## src/rtl/user_reg_sequencer_if.sv

```systemverilog
// Command and register-side signal bundle for user_reg_sequencer.
// master: CPU control side issuing commands; slave: the sequencer itself.
interface user_reg_sequencer_if #(
  parameter int WIDTH = 19,
  parameter int CNT_W = 8
);
  logic             CMD_VALID;
  logic             CMD_READY;
  logic [1:0]       CMD_OP;
  logic [WIDTH-1:0] CMD_DATA;
  logic [CNT_W-1:0] CMD_REPEAT;
  logic [WIDTH-1:0] REG_DATA;
  logic             LOAD;
  logic             INC;
  logic             DEC;
  logic             CLR;
  logic [WIDTH-1:0] SHADOW;
  logic             BUSY;
  logic             DONE;
  logic             SAT;

  modport master (
    output CMD_VALID, CMD_OP, CMD_DATA, CMD_REPEAT,
    input  CMD_READY, REG_DATA, LOAD, INC, DEC, CLR, SHADOW, BUSY, DONE, SAT
  );

  modport slave (
    input  CMD_VALID, CMD_OP, CMD_DATA, CMD_REPEAT,
    output CMD_READY, REG_DATA, LOAD, INC, DEC, CLR, SHADOW, BUSY, DONE, SAT
  );
endinterface

```

## src/rtl/user_reg_sequencer.sv

```systemverilog
// Expands LOAD/INC/DEC/CLR commands into one-hot strobe trains for a user register.
// Optional USER_REG_SATURATE_EN suppresses INC at all-ones / DEC at zero and sets sticky SAT.
//
// state | meaning
// INIT  | after reset: one CLR strobe to resync the register
// IDLE  | ready for a command
// ISSUE | one strobe (or suppressed slot) per cycle until count exhausted
// FIN   | DONE pulse
module user_reg_sequencer #(
  parameter int WIDTH = 19,
  parameter int CNT_W = 8
) (
  input  logic                CLK,
  input  logic                RST_N,
  user_reg_sequencer_if.slave bus
);

  typedef enum logic [1:0] {INIT, IDLE, ISSUE, FIN} state_t;

  localparam logic [1:0] OP_LOAD = 2'b00;
  localparam logic [1:0] OP_INC  = 2'b01;
  localparam logic [1:0] OP_DEC  = 2'b10;
  localparam logic [1:0] OP_CLR  = 2'b11;

  state_t           state, state_nxt;
  logic [1:0]       op, op_nxt;
  logic [CNT_W-1:0] cnt, cnt_nxt;
  logic [WIDTH-1:0] data, data_nxt;
  logic [WIDTH-1:0] shadow, shadow_nxt;
  logic             load, load_nxt;
  logic             inc, inc_nxt;
  logic             dec, dec_nxt;
  logic             clr, clr_nxt;
  logic             ready, ready_nxt;
  logic             busy, busy_nxt;
  logic             done, done_nxt;
  logic             sat, sat_nxt;
  logic             issue;

  always_ff @(posedge CLK or negedge RST_N) begin
    if (!RST_N) begin
      state  <= INIT;
      op     <= OP_LOAD;
      cnt    <= '0;
      data   <= '0;
      shadow <= '0;
      load   <= 1'b0;
      inc    <= 1'b0;
      dec    <= 1'b0;
      clr    <= 1'b0;
      ready  <= 1'b0;
      busy   <= 1'b1;
      done   <= 1'b0;
      sat    <= 1'b0;
    end else begin
      state  <= state_nxt;
      op     <= op_nxt;
      cnt    <= cnt_nxt;
      data   <= data_nxt;
      shadow <= shadow_nxt;
      load   <= load_nxt;
      inc    <= inc_nxt;
      dec    <= dec_nxt;
      clr    <= clr_nxt;
      ready  <= ready_nxt;
      busy   <= busy_nxt;
      done   <= done_nxt;
      sat    <= sat_nxt;
    end
  end

  always_comb begin
    state_nxt = state;
    op_nxt    = op;
    cnt_nxt   = cnt;
    data_nxt  = data;
    load_nxt  = 1'b0;
    inc_nxt   = 1'b0;
    dec_nxt   = 1'b0;
    clr_nxt   = 1'b0;
    ready_nxt = 1'b0;
    busy_nxt  = 1'b1;
    done_nxt  = 1'b0;
    issue     = 1'b0;
`ifdef USER_REG_SATURATE_EN
    sat_nxt   = sat;
`else
    sat_nxt   = 1'b0;
`endif

    // Shadow follows the strobe the register samples on this same edge.
    if (load)     shadow_nxt = data;
    else if (inc) shadow_nxt = shadow + WIDTH'(1);
    else if (dec) shadow_nxt = shadow - WIDTH'(1);
    else if (clr) shadow_nxt = '0;
    else          shadow_nxt = shadow;

    case (state)
      INIT: begin
        if (!clr) begin
          clr_nxt = 1'b1;
        end else begin
          state_nxt = IDLE;
          ready_nxt = 1'b1;
          busy_nxt  = 1'b0;
        end
      end
      IDLE: begin
        ready_nxt = 1'b1;
        busy_nxt  = 1'b0;
        if (bus.CMD_VALID && ready) begin
          state_nxt = ISSUE;
          op_nxt    = bus.CMD_OP;
          data_nxt  = bus.CMD_DATA;
          cnt_nxt   = ((bus.CMD_OP == OP_INC || bus.CMD_OP == OP_DEC) && bus.CMD_REPEAT != '0)
                      ? bus.CMD_REPEAT : CNT_W'(1);
          ready_nxt = 1'b0;
          busy_nxt  = 1'b1;
          issue     = 1'b1;
        end
      end
      ISSUE: begin
        cnt_nxt = cnt - CNT_W'(1);
        if (cnt == CNT_W'(1)) begin
          state_nxt = FIN;
          done_nxt  = 1'b1;
        end else begin
          issue = 1'b1;
        end
      end
      FIN: begin
        state_nxt = IDLE;
        ready_nxt = 1'b1;
        busy_nxt  = 1'b0;
      end
      default: state_nxt = INIT;
    endcase

    // Saturation decision uses the value the register will hold when this strobe lands.
    if (issue) begin
      case (op_nxt)
        OP_LOAD: load_nxt = 1'b1;
        OP_INC: begin
`ifdef USER_REG_SATURATE_EN
          if (&shadow_nxt) sat_nxt = 1'b1;
          else             inc_nxt = 1'b1;
`else
          inc_nxt = 1'b1;
`endif
        end
        OP_DEC: begin
`ifdef USER_REG_SATURATE_EN
          if (shadow_nxt == '0) sat_nxt = 1'b1;
          else                  dec_nxt = 1'b1;
`else
          dec_nxt = 1'b1;
`endif
        end
        default: clr_nxt = 1'b1;
      endcase
    end
  end

  assign bus.CMD_READY = ready;
  assign bus.REG_DATA  = data;
  assign bus.LOAD      = load;
  assign bus.INC       = inc;
  assign bus.DEC       = dec;
  assign bus.CLR       = clr;
  assign bus.SHADOW    = shadow;
  assign bus.BUSY      = busy;
  assign bus.DONE      = done;
  assign bus.SAT       = sat;

endmodule

```

## src/flat_wrapper.sv

```systemverilog
// flat-port wrapper written by rule: the top's interface ports become plain ports
module user_reg_sequencer_flat 
#(
  parameter int WIDTH = 19,
  parameter int CNT_W = 8
)
  (CLK, RST_N, bus_CMD_VALID, bus_CMD_OP, bus_CMD_DATA, bus_CMD_REPEAT, bus_CMD_READY, bus_REG_DATA, bus_LOAD, bus_INC, bus_DEC, bus_CLR, bus_SHADOW, bus_BUSY, bus_DONE, bus_SAT);
  user_reg_sequencer_if #(.WIDTH(WIDTH), .CNT_W(CNT_W)) bus_i ();
  input  logic CLK;
  input  logic RST_N;
  input wire logic [$bits(bus_i.CMD_VALID)-1:0] bus_CMD_VALID;
  input wire logic [$bits(bus_i.CMD_OP)-1:0] bus_CMD_OP;
  input wire logic [$bits(bus_i.CMD_DATA)-1:0] bus_CMD_DATA;
  input wire logic [$bits(bus_i.CMD_REPEAT)-1:0] bus_CMD_REPEAT;
  output wire logic [$bits(bus_i.CMD_READY)-1:0] bus_CMD_READY;
  output wire logic [$bits(bus_i.REG_DATA)-1:0] bus_REG_DATA;
  output wire logic [$bits(bus_i.LOAD)-1:0] bus_LOAD;
  output wire logic [$bits(bus_i.INC)-1:0] bus_INC;
  output wire logic [$bits(bus_i.DEC)-1:0] bus_DEC;
  output wire logic [$bits(bus_i.CLR)-1:0] bus_CLR;
  output wire logic [$bits(bus_i.SHADOW)-1:0] bus_SHADOW;
  output wire logic [$bits(bus_i.BUSY)-1:0] bus_BUSY;
  output wire logic [$bits(bus_i.DONE)-1:0] bus_DONE;
  output wire logic [$bits(bus_i.SAT)-1:0] bus_SAT;
  assign bus_i.CMD_VALID = bus_CMD_VALID;
  assign bus_i.CMD_OP = bus_CMD_OP;
  assign bus_i.CMD_DATA = bus_CMD_DATA;
  assign bus_i.CMD_REPEAT = bus_CMD_REPEAT;
  assign bus_CMD_READY = bus_i.CMD_READY;
  assign bus_REG_DATA = bus_i.REG_DATA;
  assign bus_LOAD = bus_i.LOAD;
  assign bus_INC = bus_i.INC;
  assign bus_DEC = bus_i.DEC;
  assign bus_CLR = bus_i.CLR;
  assign bus_SHADOW = bus_i.SHADOW;
  assign bus_BUSY = bus_i.BUSY;
  assign bus_DONE = bus_i.DONE;
  assign bus_SAT = bus_i.SAT;
  user_reg_sequencer #(.WIDTH(WIDTH), .CNT_W(CNT_W)) u_core (.CLK(CLK), .RST_N(RST_N), .bus(bus_i));
endmodule
```

## config.mk

```make
export PLATFORM = sky130hd
export DESIGN_NAME = user_reg_sequencer_flat
export DESIGN_NICKNAME = d
export VERILOG_FILES = /design/src/rtl/user_reg_sequencer_if.sv /design/src/rtl/user_reg_sequencer.sv /design/src/flat_wrapper.sv
export SDC_FILE = /design/constraint.sdc
export NUM_CORES = 1
export LEC_CHECK = 0
export CAP_MARGIN = 20
export CORE_MARGIN = 2
export CORE_UTILIZATION = 35
export CTS_CLUSTER_SIZE = 25
export DETAILED_ROUTE_END_ITERATION = 8
export PLACE_DENSITY = 0.67
export SKIP_CTS_REPAIR_TIMING = 1
export SYNTH_ARGS = -nofsm -noshare
export SYNTH_HDL_FRONTEND = slang
export SYNTH_SLANG_ARGS = --single-unit
```

## constraint.sdc

```tcl
create_clock -name CLK -period 5 [get_ports CLK]
set_input_delay 1.5 -clock CLK [delete_from_list [all_inputs] [get_ports CLK]]
set_output_delay 1.5 -clock CLK [all_outputs]
set_load 0.005 [all_outputs]
```

After elaboration in Yosys (flattened, before gate mapping)

Index checks and enable logic that the tools add are counted.

Flip-flop bits (word level): 57
Bits of input ports: 32
Output and inout port bits: 46
Logic and storage cells: 70

Add/subtract/negate cells: 3
Eq/ne operators: 11
Multiplexer cells: 32
Reductions and logical operators: 12

Operator list:

| operator                                                                | count |
|---|---|
| 19-bit two-way mux                                                      | 4 |
| 19-bit by 1-bit adder with 19-bit output, second input constant         | 1 |
| 19-bit by 1-bit subtractor with 19-bit output, second input constant    | 1 |
| 1-bit two-way mux                                                       | 16 |
| 8-bit two-way mux                                                       | 2 |
| 8-bit case mux with 2 select lines                                      | 1 |
| 2-bit two-way mux                                                       | 5 |
| 2-bit equality test, second input constant                              | 4 |
| 8-bit by 1-bit equality test with 1-bit output, second input constant   | 1 |
| 2-bit case mux with 4 select lines                                      | 1 |
| 8-bit nonzero test                                                      | 1 |
| 8-bit by 1-bit subtractor with 8-bit output, second input constant      | 1 |
| 2-bit by 1-bit equality test with 1-bit output, second input constant   | 3 |
| 2-bit by 1-bit inequality test with 1-bit output, second input constant | 3 |
| 1-bit case mux with 3 select lines                                      | 2 |
| 2-bit zero test                                                         | 2 |
| 2-bit AND reduction                                                     | 2 |
| 4-bit nonzero test                                                      | 1 |
| 3-bit AND reduction                                                     | 1 |
| 3-bit OR reduction                                                      | 1 |
| 1-bit logical AND                                                       | 2 |
| 1-bit case mux with 2 select lines                                      | 1 |
| 2-bit nonzero test                                                      | 1 |
| 1-bit logical OR                                                        | 1 |

Longest topological paths before layout

Depth after elaboration: 7
Gate-level depth with buffers: 8
Mapped depth without buffers: 7

Least setup slack after synthesis

Ideal clock, no wire load.

Path type: in2reg
From: input bus_CMD_VALID
To: register u_core.data[0], in the netlist u_core.bus.REG_DATA[0]
Library setup time: 125 ps
Arrival: 2,412 ps
Required time: 4,875 ps
Slack: 2,464 ps
Stages: 3
Buffers on the path: 1
Cell sequence: nand3_1 clkbuf_1 mux2_2

Word-level cells in the longest chain between the ends: 2

RTL lines:

| item                          | line                      | source |
|---|---|---|
| start: declaration            | flat_wrapper.sv:11        | `input wire logic [$bits(bus_i.CMD_VALID)-1:0] bus_CMD_VALID;` |
| 1-bit logical AND             | user_reg_sequencer.sv:111 | `if (bus.CMD_VALID && ready) begin` |
| 2-bit AND reduction (no line) | -                         |  |
| end signal: assignment        | user_reg_sequencer.sv:59  | `data <= data_nxt;` |
| end: declaration              | user_reg_sequencer.sv:28  | `logic [WIDTH-1:0] data, data_nxt;` |

No other way between the ends.
A chain may end at the register's enable or synchronous reset.

Worst setup path in the final report

From: register u_core.inc, in the netlist u_core.bus.INC
To: output bus_INC

RTL lines:

| item                     | line                     | source |
|---|---|---|
| start: declaration       | user_reg_sequencer.sv:31 | `logic inc, inc_nxt;` |
| start signal: assignment | user_reg_sequencer.sv:62 | `inc <= inc_nxt;` |
| end: declaration         | flat_wrapper.sv:18       | `output wire logic [$bits(bus_i.INC)-1:0] bus_INC;` |

No word-level cell between the ends.

==> metrics.md <==
| Metric | Value |
|---|---|
| Fin Clk Skew | 0.0113 ns |
| Dpl cells | 577 |
| Core Region | 9820 sq um |
| Post-synth ARST share | 1.00 |
| Met2 usage | 0.326 |
| Worst vdd ir | 0.196 mV |
| Layout cells sized above 1 | 0.115 |
| Final worst path period share | 0.671 |
| Iteration count of the initial detailed-routing pass | 5 |
| Crit path capture type | output pin |
| Layout Utilization | 0.463 |
| DRC violations left | 0 |
| Hold Path Depth | 2 |
| Pwr dens | 564 nW/um^2 |
| Slowest cell delay on critical path | 0.87 ns |
| Minimum clock period after layout | 3.35 ns |
| Main flop type after synthesis | dfrtp_1 |
| Worst rel slew slack | 0.363 |
| Root Driver | clkbuf_8 |
| Critical Path Fanout Max | 23 |
| Status | completed |
| H-tree levels | 3 |
| Max cap viols | 0 |
| Synth top area cells | dfrtp_1 (40%), mux2_2 (7.9%), o21ai_0 (4.9%), nor3_1 (3.2%), nand2_1 (2.9%) |
| Die height | 105 microns |
| EDFF count, synth | 0 |
| Die width | 105 microns |
| Ys Warns | 0 |
| Final Non-Filler Cells | 595 |
| Post-synthesis register bit count | 57 |
| Synth top area share | 0.395 |
| Sequential element share of the synthesized area | 0.403 |
| Setup TNS | 0 ns |
| Worst-Margin Slew | 0.953 ns |
| CTS sink cnt | 57 |
| First-pass GRT wire length | 16,700 microns |
| Internal | 0.00151 W |
| Maximum clock insertion buffer count | 2 |
| GR Util All Layers | 0.188 |
| Routed WL | 10,100 microns |
| Routability cong. | 0.941 |
| Largest net degree at the start of global routing | 33 |
| Final Cell Area | 4540 sq um |
| Comb power frac | 0.482 |
| Final slew viol count | 0 |
| IO Port Bufs | 76 |
| Clock power frac | 0.151 |
| Vias in the first global route | 3,259 |
| Top-count cell post-synth | dfrtp_1 |
| GR Overflow Total | 0 |
| CTS Buf Count | 9 |
| Diodes inserted | 0 |
| Final setup fails | 0 |
| Bufs and invs on worst path | 1 |
| Slowest-stage cell, CP | dfrtp_1 |
| Starting DRT DRC Count | 210 |
| RSZ-0062 raised after global routing | no |
| Startpoint types | flip-flop |
| CP Data Required Time | 3.50 ns |
| FMAX | 0.298 GHz |
| Placed Area | 4360 sq um |
| Reg2Reg Depth | 5 |
| DR vias | 3,379 |
| Hold path endpoint | u_core.bus.SHADOW[5] |
| Die area | 11,000 sq um |
| HPWL Detailed | 7220 microns |
| Floorplan row count | 36 |
| M3 GR Usage | 0.0443 |
| Post-route ant nets | 0 |
| Seq pwr share | 0.367 |
| Total design power | 0.00256 W |
| Yosys cell types | 60 |
| Cell area after synthesis | 3550 sq um |
| Worst EP arrival | 1.85 ns |
| Syn_nets | 432 |
| CTS tree | yes |
| Delay-heaviest family, CP | flip-flops |
| Initial Util | 0.361 |
| Worst hold start | u_core.bus.REG_DATA[5] |
| Busiest layer in global routing | met2 |
| Worst R2R Start | u_core.bus.INC |
| NetSw | 0.00105 W |
| CP Cell Sequence | clkdlybuf4s50_1 |
| Routing usage on met1 | 0.237 |
| Clock Latency Late Sink | 0.34 ns |
| Post-synth top cells | dfrtp_1 (56), o21ai_0 (35), nand2_1 (27) |
| IO Pins | 78 |
| Mapped Cells | 392 |
| Pleak | 1.78 nW |
| Nets@finish | 497 |
| Min-delay worst type | reg -> reg |
| Wire per inst | 17.0 microns |
| RR Endpoint | u_core.bus.SHADOW[18] |
| Flop2flop setup slack | 2.38 ns |
| Antenna violations before repair | 0 |
| Switch share | 0.410 |
| Average cell area after synthesis | 9.05 sq um |
| Fin. Hold Viols | 0 |
| Critical path type | reg -> out |
| Area Overhead vs Synth | 28.2% |
| Post-synth top area cell | dfrtp_1 |
| Via density | 5.68 |
| Reg clk slew, reported paths | 0.06 ns |
-- per-layer routing --
metal,part of all wire,vias to the layer above
li1,-,1582
met1,0.44,1662
met2,0.49,125
met3,0.056,10
met4,0.013,0
met5,0,-
-- per-stage QoR --
step / setup WS, ns / hold slack, ns
floorplan: 2.46 / 0.479
global placement: 1.54 / 0.488
detailed placement: 1.45 / 0.505
CTS: 1.66 / 0.520
global route: 1.60 / 0.541
finish: 1.65 / 0.517
-- worst max path at each step --
stage,from,endpoint,slack [ns],cells after the start
global route,u_core.bus.INC,bus_INC,1.60,1
detailed placement,bus_CMD_VALID,u_core.bus.LOAD,1.45,6
CTS,u_core.bus.INC,bus_INC,1.66,1
finish,u_core.bus.INC,bus_INC,1.65,1
global placement,bus_CMD_VALID,u_core.bus.LOAD,1.54,6
floorplan,bus_CMD_VALID,u_core.bus.REG_DATA[0],2.46,3
-- power by group through the flow --
stage | Combinational, W | Clock (W) | Sequential [W]
final | 0.00123 | 0.000388 | 0.000940
after global routing | 0.00137 | 0.000417 | 0.000977
after CTS | 0.00123 | 0.000396 | 0.000937
after detailed placement | 0.00122 | 0 | 0.000944
after global placement | 0.00120 | 0 | 0.000934
after floorplan | 0.000809 | 0 | 0.000819
-- sequential cells by signal, indices dropped and copies added, names as in the netlist --
name / flops
u_core.bus.BUSY: 1
u_core.bus.CLR: 1
u_core.bus.CMD_READY: 1
u_core.bus.DEC: 1
u_core.bus.DONE: 1
u_core.bus.INC: 1
u_core.bus.LOAD: 1
u_core.bus.REG_DATA: 19
u_core.bus.SHADOW: 19
u_core.cnt: 8
u_core.op: 2
u_core.state: 2
-- cell families (layout without fill, tap and decap cells) --
kind of cell,after synthesis,count (layout),synth area share
xor gates and xnor gates,10,10,0.0247
and+or+nand+nor,136,136,0.201
buffers and inverters,46,116,0.0568
adders and majority gates,8,8,0.0282
muxes,30,30,0.0935
DFF,57,57,0.403
other,1,1,0.00106
AOI/OAI and AO/OA,104,104,0.192
-- layout by cell type (no fill, tap or decap), types with 3 or more instances in the layout --
master / count
a211o_1: 3
a21oi_1: 18
a221oi_1: 3
a22oi_1: 4
a2bb2oi_1: 3
a31oi_1: 10
a32oi_1: 3
buf_4: 3
clkbuf_8: 11
clkdlybuf4s50_1: 75
clkinv_2: 3
dfrtp_1: 56
ha_1: 8
inv_1: 18
mux2_2: 25
mux2i_1: 5
nand2_1: 27
nand2b_1: 5
nand3_1: 13
nand4_1: 11
nor2_1: 22
nor2b_1: 5
nor3_1: 23
nor4_1: 8
o21ai_0: 35
o221ai_1: 4
or3_1: 7
or4_1: 3
xnor2_1: 4
xor2_1: 6
-- final cells by class --
class                           count  area, sq um
Clock buffer                       13          159
Clock inverter                      3         15.0
Fill cell                        1016         5280
Inverter                           19         71.3
Multi-Input combinational cell    289         1920
Sequential cell                    57         1430
Tap cell                          133          166
Timing Repair Buffer               81          788
Note: power is estimated with default switching activity, not from simulation.
